### src/rtl/uart_word_loader_pkg.sv
// Shared definitions for the UART word loader.
// Contents: loader state encodings and enum, default end-of-program word,
// byte-index to lane mapping helper.
package uart_loader_pkg;

   localparam logic [1:0] ST_IDLE    = 2'd0;
   localparam logic [1:0] ST_COLLECT = 2'd1;
   localparam logic [1:0] ST_DONE    = 2'd2;

   typedef enum logic [1:0] {
      IDLE    = ST_IDLE,
      COLLECT = ST_COLLECT,
      DONE    = ST_DONE
   } state_e;

   // Terminator default: all ones; the top slices it to its word width.
   localparam logic [63:0] END_WORD_DFLT = '1;

   // Lane (byte position inside the word) that receives byte number idx.
   function automatic int unsigned lane_of(input int unsigned idx,
                                           input int unsigned nbytes,
                                           input bit          big_endian);
      return big_endian ? (nbytes - 1 - idx) : idx;
   endfunction

endpackage

### src/rtl/uart_word_loader_timeout_ctr.sv
// Inter-byte idle counter for the UART word loader.
// Ports: clk, resetn (sync, active low), clear (restart count), run (count
// enable), expire_c (combinational pulse on the TIMEOUT_CYC-th counted cycle).
// TIMEOUT_CYC = 0 removes the counter and ties expire_c low.
module loader_timeout_ctr #(
   parameter int unsigned TIMEOUT_CYC = 65535
) (
   input  logic clk,
   input  logic resetn,
   input  logic clear,
   input  logic run,
   output logic expire_c
);

   if (TIMEOUT_CYC == 0) begin : g_off
      logic unused_inputs;
      assign unused_inputs = ^{clk, resetn, clear, run};
      assign expire_c      = 1'b0;
   end else begin : g_on
      localparam int unsigned CW = $clog2(TIMEOUT_CYC + 1);

      logic [CW-1:0] cnt_q, cnt_d;

      // Fires on the cycle that would bring the count to TIMEOUT_CYC.
      always_comb begin
         expire_c = run && !clear && (cnt_q == CW'(TIMEOUT_CYC - 1));
         cnt_d    = cnt_q;
         if (clear || expire_c) begin
            cnt_d = '0;
         end else if (run) begin
            cnt_d = cnt_q + CW'(1);
         end
      end

      always_ff @(posedge clk) begin
         if (!resetn) begin
            cnt_q <= '0;
         end else begin
            cnt_q <= cnt_d;
         end
      end
   end

endmodule

### src/rtl/uart_word_loader.sv
// UART word loader: packs received bytes into WORD_BYTES-wide words and writes
// them sequentially into instruction memory until an END_WORD terminator,
// memory full, or abort (load_en low). Partial words are dropped on inter-byte
// timeout or UART break.
// Ports: clk, resetn (sync, active low), load_en, rx_valid/rx_data/rx_break
// from the receiver; mem_we/mem_addr/mem_wdata to memory; write_done, busy,
// word_count, err_timeout, err_break status.
// Optional: define UART_WORD_LOADER_CHECKSUM_EN to add a checksum output
// (running XOR of every written word in the session).
module uart_word_loader
   import uart_loader_pkg::*;
#(
   parameter int unsigned WORD_BYTES  = 4,
   parameter int unsigned ADDR_W      = 8,
   parameter int unsigned DEPTH       = 256,
   parameter int unsigned BIG_ENDIAN  = 0,
   parameter int unsigned TIMEOUT_CYC = 65535,
   parameter logic [8*WORD_BYTES-1:0] END_WORD = END_WORD_DFLT[8*WORD_BYTES-1:0]
) (
   input  logic                    clk,
   input  logic                    resetn,
   input  logic                    load_en,
   input  logic                    rx_valid,
   input  logic [7:0]              rx_data,
   input  logic                    rx_break,
   output logic                    mem_we,
   output logic [ADDR_W-1:0]       mem_addr,
   output logic [8*WORD_BYTES-1:0] mem_wdata,
   output logic                    write_done,
   output logic                    busy,
   output logic [ADDR_W:0]         word_count,
   output logic                    err_timeout,
   output logic                    err_break
`ifdef UART_WORD_LOADER_CHECKSUM_EN
   ,
   output logic [8*WORD_BYTES-1:0] checksum
`endif
);

   localparam int unsigned DW    = 8 * WORD_BYTES;
   localparam int unsigned CW    = ADDR_W + 1;
   localparam int unsigned IDX_W = (WORD_BYTES > 1) ? $clog2(WORD_BYTES) : 1;
   localparam logic [IDX_W-1:0]  LAST_IDX  = IDX_W'(WORD_BYTES - 1);
   localparam logic [ADDR_W-1:0] LAST_ADDR = ADDR_W'(DEPTH - 1);
   localparam logic [CW-1:0]     DEPTH_CNT = CW'(DEPTH);

   state_e            state_q, state_d;
   logic [IDX_W-1:0]  idx_q, idx_d;
   logic [DW-1:0]     asm_q, asm_d;
   logic [DW-1:0]     word_c;
   logic              mem_we_q, mem_we_d;
   logic [ADDR_W-1:0] mem_addr_q, mem_addr_d;
   logic [DW-1:0]     mem_wdata_q, mem_wdata_d;
   logic              write_done_q, write_done_d;
   logic              busy_q, busy_d;
   logic [CW-1:0]     word_count_q, word_count_d;
   logic              err_timeout_q, err_timeout_d;
   logic              err_break_q, err_break_d;
`ifdef UART_WORD_LOADER_CHECKSUM_EN
   logic [DW-1:0]     checksum_q, checksum_d;
`endif
   int unsigned       lane_c;
   logic              run_c;
   logic              expire_c;

   // Idle clocks only matter while a word is partly assembled.
   assign run_c = (state_q == COLLECT) && (idx_q != '0);

   loader_timeout_ctr #(
      .TIMEOUT_CYC (TIMEOUT_CYC)
   ) u_timeout (
      .clk      (clk),
      .resetn   (resetn),
      .clear    (rx_valid | rx_break | ~run_c),
      .run      (run_c),
      .expire_c (expire_c)
   );

   // Assembly register with the incoming byte merged into its lane.
   always_comb begin
      lane_c = lane_of(32'(idx_q), WORD_BYTES, BIG_ENDIAN != 0);
      word_c = asm_q;
      for (int unsigned l = 0; l < WORD_BYTES; l++) begin
         if (l == lane_c) begin
            word_c[8*l +: 8] = rx_data;
         end
      end
   end

   // Next-state and registered-output logic.
   always_comb begin
      state_d       = state_q;
      idx_d         = idx_q;
      asm_d         = asm_q;
      mem_we_d      = 1'b0;
      mem_addr_d    = mem_addr_q;
      mem_wdata_d   = mem_wdata_q;
      word_count_d  = word_count_q;
      err_timeout_d = err_timeout_q;
      err_break_d   = err_break_q;
`ifdef UART_WORD_LOADER_CHECKSUM_EN
      checksum_d    = checksum_q;
`endif

      // Address moves on the edge after a write; pinned at the last slot.
      if (mem_we_q && (mem_addr_q != LAST_ADDR)) begin
         mem_addr_d = mem_addr_q + ADDR_W'(1);
      end

      unique case (state_q)
         IDLE: begin
            if (load_en) begin
               state_d       = COLLECT;
               idx_d         = '0;
               asm_d         = '0;
               mem_addr_d    = '0;
               word_count_d  = '0;
               err_timeout_d = 1'b0;
               err_break_d   = 1'b0;
`ifdef UART_WORD_LOADER_CHECKSUM_EN
               checksum_d    = '0;
`endif
            end
         end
         COLLECT: begin
            if (!load_en) begin
               state_d = IDLE;
               idx_d   = '0;
               asm_d   = '0;
            end else if (rx_break) begin
               idx_d       = '0;
               asm_d       = '0;
               err_break_d = 1'b1;
            end else if (rx_valid) begin
               if (idx_q == LAST_IDX) begin
                  idx_d = '0;
                  asm_d = '0;
                  if (word_c == END_WORD) begin
                     state_d = DONE;
                  end else begin
                     mem_we_d    = 1'b1;
                     mem_wdata_d = word_c;
                     if (word_count_q != DEPTH_CNT) begin
                        word_count_d = word_count_q + CW'(1);
                     end
`ifdef UART_WORD_LOADER_CHECKSUM_EN
                     checksum_d = checksum_q ^ word_c;
`endif
                     if (mem_addr_d == LAST_ADDR) begin
                        state_d = DONE;
                     end
                  end
               end else begin
                  idx_d = idx_q + IDX_W'(1);
                  asm_d = word_c;
               end
            end else if (expire_c) begin
               idx_d         = '0;
               asm_d         = '0;
               err_timeout_d = 1'b1;
            end
         end
         DONE: begin
            if (!load_en) begin
               state_d = IDLE;
            end
         end
         default: begin
            state_d = IDLE;
         end
      endcase

      busy_d       = (state_d == COLLECT);
      write_done_d = (state_d == DONE);
   end

   always_ff @(posedge clk) begin
      if (!resetn) begin
         state_q       <= IDLE;
         idx_q         <= '0;
         asm_q         <= '0;
         mem_we_q      <= 1'b0;
         mem_addr_q    <= '0;
         mem_wdata_q   <= '0;
         write_done_q  <= 1'b0;
         busy_q        <= 1'b0;
         word_count_q  <= '0;
         err_timeout_q <= 1'b0;
         err_break_q   <= 1'b0;
`ifdef UART_WORD_LOADER_CHECKSUM_EN
         checksum_q    <= '0;
`endif
      end else begin
         state_q       <= state_d;
         idx_q         <= idx_d;
         asm_q         <= asm_d;
         mem_we_q      <= mem_we_d;
         mem_addr_q    <= mem_addr_d;
         mem_wdata_q   <= mem_wdata_d;
         write_done_q  <= write_done_d;
         busy_q        <= busy_d;
         word_count_q  <= word_count_d;
         err_timeout_q <= err_timeout_d;
         err_break_q   <= err_break_d;
`ifdef UART_WORD_LOADER_CHECKSUM_EN
         checksum_q    <= checksum_d;
`endif
      end
   end

   assign mem_we      = mem_we_q;
   assign mem_addr    = mem_addr_q;
   assign mem_wdata   = mem_wdata_q;
   assign write_done  = write_done_q;
   assign busy        = busy_q;
   assign word_count  = word_count_q;
   assign err_timeout = err_timeout_q;
   assign err_break   = err_break_q;
`ifdef UART_WORD_LOADER_CHECKSUM_EN
   assign checksum    = checksum_q;
`endif

endmodule

### config.mk
export PLATFORM = sky130hd
export DESIGN_NAME = uart_word_loader
export DESIGN_NICKNAME = d
export VERILOG_FILES = /design/src/rtl/uart_word_loader_pkg.sv /design/src/rtl/uart_word_loader_timeout_ctr.sv /design/src/rtl/uart_word_loader.sv
export SDC_FILE = /design/constraint.sdc
export NUM_CORES = 1
export LEC_CHECK = 0
export CORE_UTILIZATION = 56
export CTS_BUF_LIST = sky130_fd_sc_hd__clkbuf_4
export CTS_CLUSTER_DIAMETER = 100
export CTS_CLUSTER_SIZE = 16
export DETAILED_ROUTE_END_ITERATION = 8
export PLACE_DENSITY = 0.82
export SYNTH_ARGS = -nofsm -noshare
export SYNTH_HDL_FRONTEND = slang
export SYNTH_SLANG_ARGS = --single-unit
### constraint.sdc
create_clock -name clk -period 3.2 [get_ports clk]
set_input_delay 0.64 -clock clk [delete_from_list [all_inputs] [get_ports clk]]
set_output_delay 0.64 -clock clk [all_outputs]
set_load 0.02 [all_outputs]
# Word-level counts from Yosys, hierarchy flattened
# Cells that the tools add are included.
dict set report totals {
  ff_bits 106
  inputBits 13
  out_inout_bits 54
  wordCells 115
}
dict set report classes {
  addsub 4
  n_eq_ne 24
  muxes 48
  bitwise 10
  reduce_logical 17
}
# op n
set ops {}
lappend ops {{$mux W32} 6}
lappend ops {{$pmux W32 S2} 1}
lappend ops {{$mux W9} 7}
lappend ops {{$mux W8} 7}
lappend ops {{$eq A32 B32 Y1 const B} 1}
lappend ops {{$mux W2} 14}
lappend ops {{$pmux W9 S2} 1}
lappend ops {{$add A16 B1 Y16 const B} 1}
lappend ops {{$eq A16 B16 Y1 const B} 1}
lappend ops {{$ne A2 B2 Y1 const B} 8}
lappend ops {{$reduce_and A6 Y1} 2}
lappend ops {{$add A9 B1 Y9 const B} 1}
lappend ops {{$ne A9 B9 Y1 const B} 1}
lappend ops {{$add A8 B1 Y8 const B} 1}
lappend ops {{$eq A8 B8 Y1 const B} 1}
lappend ops {{$mux W1} 8}
lappend ops {{$ne A8 B8 Y1 const B} 1}
lappend ops {{$not A1 Y1} 8}
lappend ops {{$reduce_and A8 Y1} 1}
lappend ops {{$eq A2 B2 Y1 const B} 3}
lappend ops {{$pmux W2 S3} 1}
lappend ops {{$reduce_or A6 Y1} 1}
lappend ops {{$ne A5 B5 Y1 const B} 1}
lappend ops {{$eq A2 B1 Y1 const B} 2}
lappend ops {{other kinds (15)} 24}

# Logic depth before layout (Yosys ltp)
dict set report logic_depth {
  word_depth 12
  mapped_depth 11
  depth_no_buf 8
}

# By module
# Synthesis repeated with hierarchy kept, for this count alone.
dict set report unflattened {
  cells_unflattened 539
  hier_area_um2 4889.7
}
# mod n_inst cells_each area_each_um2 seq_area_each_um2
set modules_own_cells {}
lappend modules_own_cells {uart_word_loader 1 452 4112.7 1801.7}
lappend modules_own_cells {loader_timeout_ctr 1 87 777.0 320.3}

# Worst setup path after synthesis
# OpenSTA, ideal clock, no wires.
dict set report synth_path {
  kind {reg2reg}
  start {register idx_q[0]}
  end {register mem_wdata_q[15] (netlist: mem_wdata[15])}
  setup_ps 143
  t_arrival_ps 2150
  setup_slack_ps 907
  path_stages_with_launch 12
  path_cell_list {dfxtp_1 -> inv_1 -> ha_1 -> buf_6 -> nor2b_1 -> nor4b_2 -> o2111ai_1 -> or3_1 -> buf_2 -> buf_2 -> a21oi_1 -> a311oi_1}
}
dict set report synth_between {
  elab_chain_cells 5
  word_cells_on_any_way 12
  classes_between {eq/ne (5); mux (4); bitwise (1); reduce/logical (2)}
}
# item line
set synth_rtl {}
lappend synth_rtl {{start, declared} uart_word_loader.sv:48} ;# logic [IDX_W-1:0] idx_q, idx_d;
lappend synth_rtl {{start signal, assigned} uart_word_loader.sv:195} ;# idx_q <= idx_d;
lappend synth_rtl {{$eq A1 B2 Y1 (tied with other cells)} uart_word_loader.sv:84} ;# if (l == lane_c) begin
lappend synth_rtl {{$mux W8} uart_word_loader.sv:84}
lappend synth_rtl {{$eq A32 B32 Y1} uart_word_loader.sv:138} ;# if (word_c == END_WORD) begin
lappend synth_rtl {{$not A1 Y1 (no line)} n/a}
lappend synth_rtl {{$reduce_and A6 Y1 (no line)} n/a}
lappend synth_rtl {{end signal, assigned} uart_word_loader.sv:199} ;# mem_wdata_q <= mem_wdata_d;
lappend synth_rtl {{end, declared} uart_word_loader.sv:53} ;# logic [DW-1:0] mem_wdata_q, mem_wdata_d;
# Several ways; a longest one is shown, not always the timed one.
# A chain may end at the register's enable or synchronous reset.

# Worst setup path after layout
dict set report layout_path {
  start {register idx_q[1]}
  end {register mem_wdata_q[13] (netlist: mem_wdata[13])}
}
# Same word-level chain as after synthesis.

==> impl_metrics.csv <==
group,metric,value,unit
finish,drive_gt1_share,7.692,%
clock_tree,numCtsBuffers,9,
floorplanning,row_count,33,
clock_tree,ctsLongestPathBuffers,2,
finish,fill_cells,680,
sta,tns,0,ps
route,vias_per_cell,6.077,
sta,worst_slack,470.1,ps
pwr,powerDensity,360.3,nW/um^2
setup_path,cp_max_fo,17,
pwr,ir_worst_vdd,0.2982,mV
synthesis,synth_top_area_share,44.78,%
sta,grt_setup_unrepaired,"false",
floorplanning,dieArea,8833,sq um
route,drtIter0Drc,214,
synthesis,syn-num-nets,533,
route,postRouteAntennaNets,0,
placement,port_buffers,66,
sta,hold_viol,0,
clock_tree,clkTransAtPathRegs,150,ps
clock_tree,tritoncts,"built",
pwr,netSwitchingFraction,24.34,%
setup_path,reg2reg_depth,9,
synthesis,syn_avg_cell_area,9.273,sq um
pwr,p_total,2.022,mW
floorplanning,io_pins,67,
floorplanning,start_util,57.67,%
sta,timing.final.crit_share,85.31,%
grt,grt_pass1_wl,17.86,mm
synthesis,ys_seq_area_share,44.78,%
sta,slew_viol_final,0,
synthesis,async_flop_share,0,%
route,wl_per_cell,16.21,microns
placement,placed_cells,661,
setup_path,worst_ep_arrival_time,3050,ps
worst_hold_path,whs_path_depth,1,
synthesis,yosysTopAreaCell,"dfxtp_1",
grt,overflow,0,
clock_tree,clk-insertion-delay-late,450,ps
job,max_cap_violations,0,
clock_tree,cts_hold_buf,0,
placement,gp_congestion,0.8707,
grt,grt_pass1_vias,3742,
placement,pre_cts_ws,345.9,ps
clock_tree,clock-sinks,106,
sta,slew-limit-headroom,45.11,%
worst_hold_path,min_from,"asm_q[3]",
sta,fin_skew,18.16,ps
sta,min_period,2730,ps
pwr,p_int,1.530,mW
setup_path,reg2reg_setup_slack,470,ps
clock_tree,h-tree-depth,3,
clock_tree,root_buffer,"clkbuf_4",
pwr,cellLeakagePower,1.914,nW
synthesis,netlist_area,4738,sq um
synthesis,synthTopCellsByArea,"dfxtp_1, mux2i_1, a21oi_1",
synthesis,yosys_warnings,0,
status,status,"complete, no violations",
route,firstDrtPassIters,5,
floorplanning,dieHeight,93.99,microns
setup_path,r2r-end,"mem_wdata[13]",
pwr,p_clk_share,28.8,%
floorplanning,core,8217,sq um
finish,final_cells,677,
route,via_count,4114,
route,drt_wl_total,10.98,mm
pwr,sequentialPowerShare,65.6,%
synthesis,synth-seq-cells,106,
setup_path,critPathKind,"flip-flop to flip-flop",
setup_path,rr_startpoint,"idx_q[1]",
synthesis,ys_types,52,
floorplanning,dieWidth,93.99,microns
route,drc,0,
setup_path,worstSetupEndpointType,"flip-flop",
sta,hold-worst-slack,488.0,ps
grt,track_usage,25.67,%
synthesis,synth-edff-count,0,
pwr,combPwrFrac,5.6,%
placement,dp_hpwl,7.901,mm
sta,max_clock_freq,366.3,MHz
grt,antenna_found_initial,0,
grt,grt_max_degree,39,
worst_hold_path,min_path_type,"flip-flop to flip-flop",
sta,setup_viol,0,
setup_path,required,3520,ps
finish,fin_nets,589,
synthesis,syn-instance-count,511,
finish,syn2layout_area_growth,18.41,%
synthesis,ys.flop_type,"dfxtp_1",
sta,worst_slew_pin_slew,823.4,ps
clock_tree,cts_setup_buffers,0,
setup_path,startpoint_type,"flip-flop",
worst_hold_path,min_to,"asm_q[3]",
pwr,p_switching,0.4919,mW
finish,antenna-diode-count,0,
clock_tree,ctsResizeCount,0,
critical path, cell delays in order, from the launching register on:
cell       delay [ps]
dfxtp_1           360
inv_1             100
ha_1              700
nand4_1           210
o22ai_1           160
o2111ai_1         170
or3_1             440
buf_4             220
a21oi_1           180
a311oi_1           70
final cells by class:
cell class | instances | area (sq um) | area share, %
multi-input combinational | 358 | 2406 | 42.89
sequential | 106 | 2122 | 37.82
tap | 105 | 131.4 | 2.342
timing repair buffer | 85 | 815.8 | 14.54
inverter | 7 | 26.28 | 0.4683
clock inverter | 6 | 33.78 | 0.6021
clock buffer | 10 | 75.07 | 1.338
through the flow:
step	cell area, sq um	utilization [%]
after detailed placement	5502	66.96
after floorplan	4738	-
after global routing	5610	68.28
after global placement	5502	66.96
after CTS	5610	68.28
final	5610	68.28
cells by family (layout without fill, tap and decap cells):
| kind of cell | count (synthesis) | count (layout) | share of synthesized area [%] |
|---|---|---|---|
| adder cells (fa/ha/maj) | 9 | 9 | 2.377 |
| buffers and inverters | 47 | 108 | 4.436 |
| AND/OR/NAND/NOR | 175 | 175 | 20.44 |
| AO/OA/AOI/OAI | 136 | 136 | 20.33 |
| XOR/XNOR | 15 | 15 | 2.773 |
| flip-flops | 106 | 106 | 44.78 |
| multiplexers | 23 | 23 | 4.859 |
power groups by stage:
stage	clock network, mW	registers, mW	logic, mW
2_1_floorplan	0	1.36	0.0636
3_3_place_gp	0	1.35	0.109
3_5_place_dp	0	1.35	0.110
4_1_cts	0.591	1.33	0.111
5_1_grt	0.647	1.33	0.120
6_report	0.582	1.33	0.113
state kept, by name, indices dropped and copies added (netlist names), 2 cells and up:
| name | count |
|---|---|
| idx_q | 2 |
| mem_addr | 8 |
| word_count | 9 |
| mem_wdata | 32 |
| u_timeout.g_on.cnt_q | 16 |
| state_q | 2 |
| asm_q | 32 |
worst max-delay path by stage:
stage / from / to / slack, ps / depth (start not counted)
final: idx_q[1] / mem_wdata[13] / 470 / 9
after global routing: idx_q[1] / state_q[0] / 270 / 9
after CTS: idx_q[1] / word_count[5] / 490 / 9
after detailed placement: rx_data[0] / word_count[5] / 350 / 9
after global placement: load_en / word_count[1] / 400 / 7
after floorplan: idx_q[0] / mem_wdata[15] / 910 / 11
cell usage after synthesis, drive strengths merged (13+ instances only):
cell and number:
xor2 13, nand2 31, nand3 30, buf 25, a22o 25, clkbuf 15, nand4 15, a211oi 19
and3 22, o21ai 19, dfxtp 106, nor2 27, mux2i 23, a21oi 45
layout by cell type (no fill, tap or decap), drive strengths merged, types with 22 or more instances in the layout:
| cell type | netlist | final |
|---|---|---|
| a21oi | 45 | 45 |
| dfxtp | 106 | 106 |
| nand2 | 31 | 31 |
| clkdlybuf4s50 | 0 | 66 |
| and3 | 22 | 22 |
| nor2 | 27 | 27 |
| a22o | 25 | 25 |
| mux2i | 23 | 23 |
| nand3 | 30 | 30 |
routing by layer:
metal / global-route usage, % / up-vias / routed length, microns
met3: 6.311 / 20 / 763
li1: - / 2007 / -
met4: 7.179 / 0 / 214
met5: 0 / - / 0
met1: 34.01 / 1952 / 4984
met2: 41.42 / 135 / 5013
(Power assumes the default switching activity.)
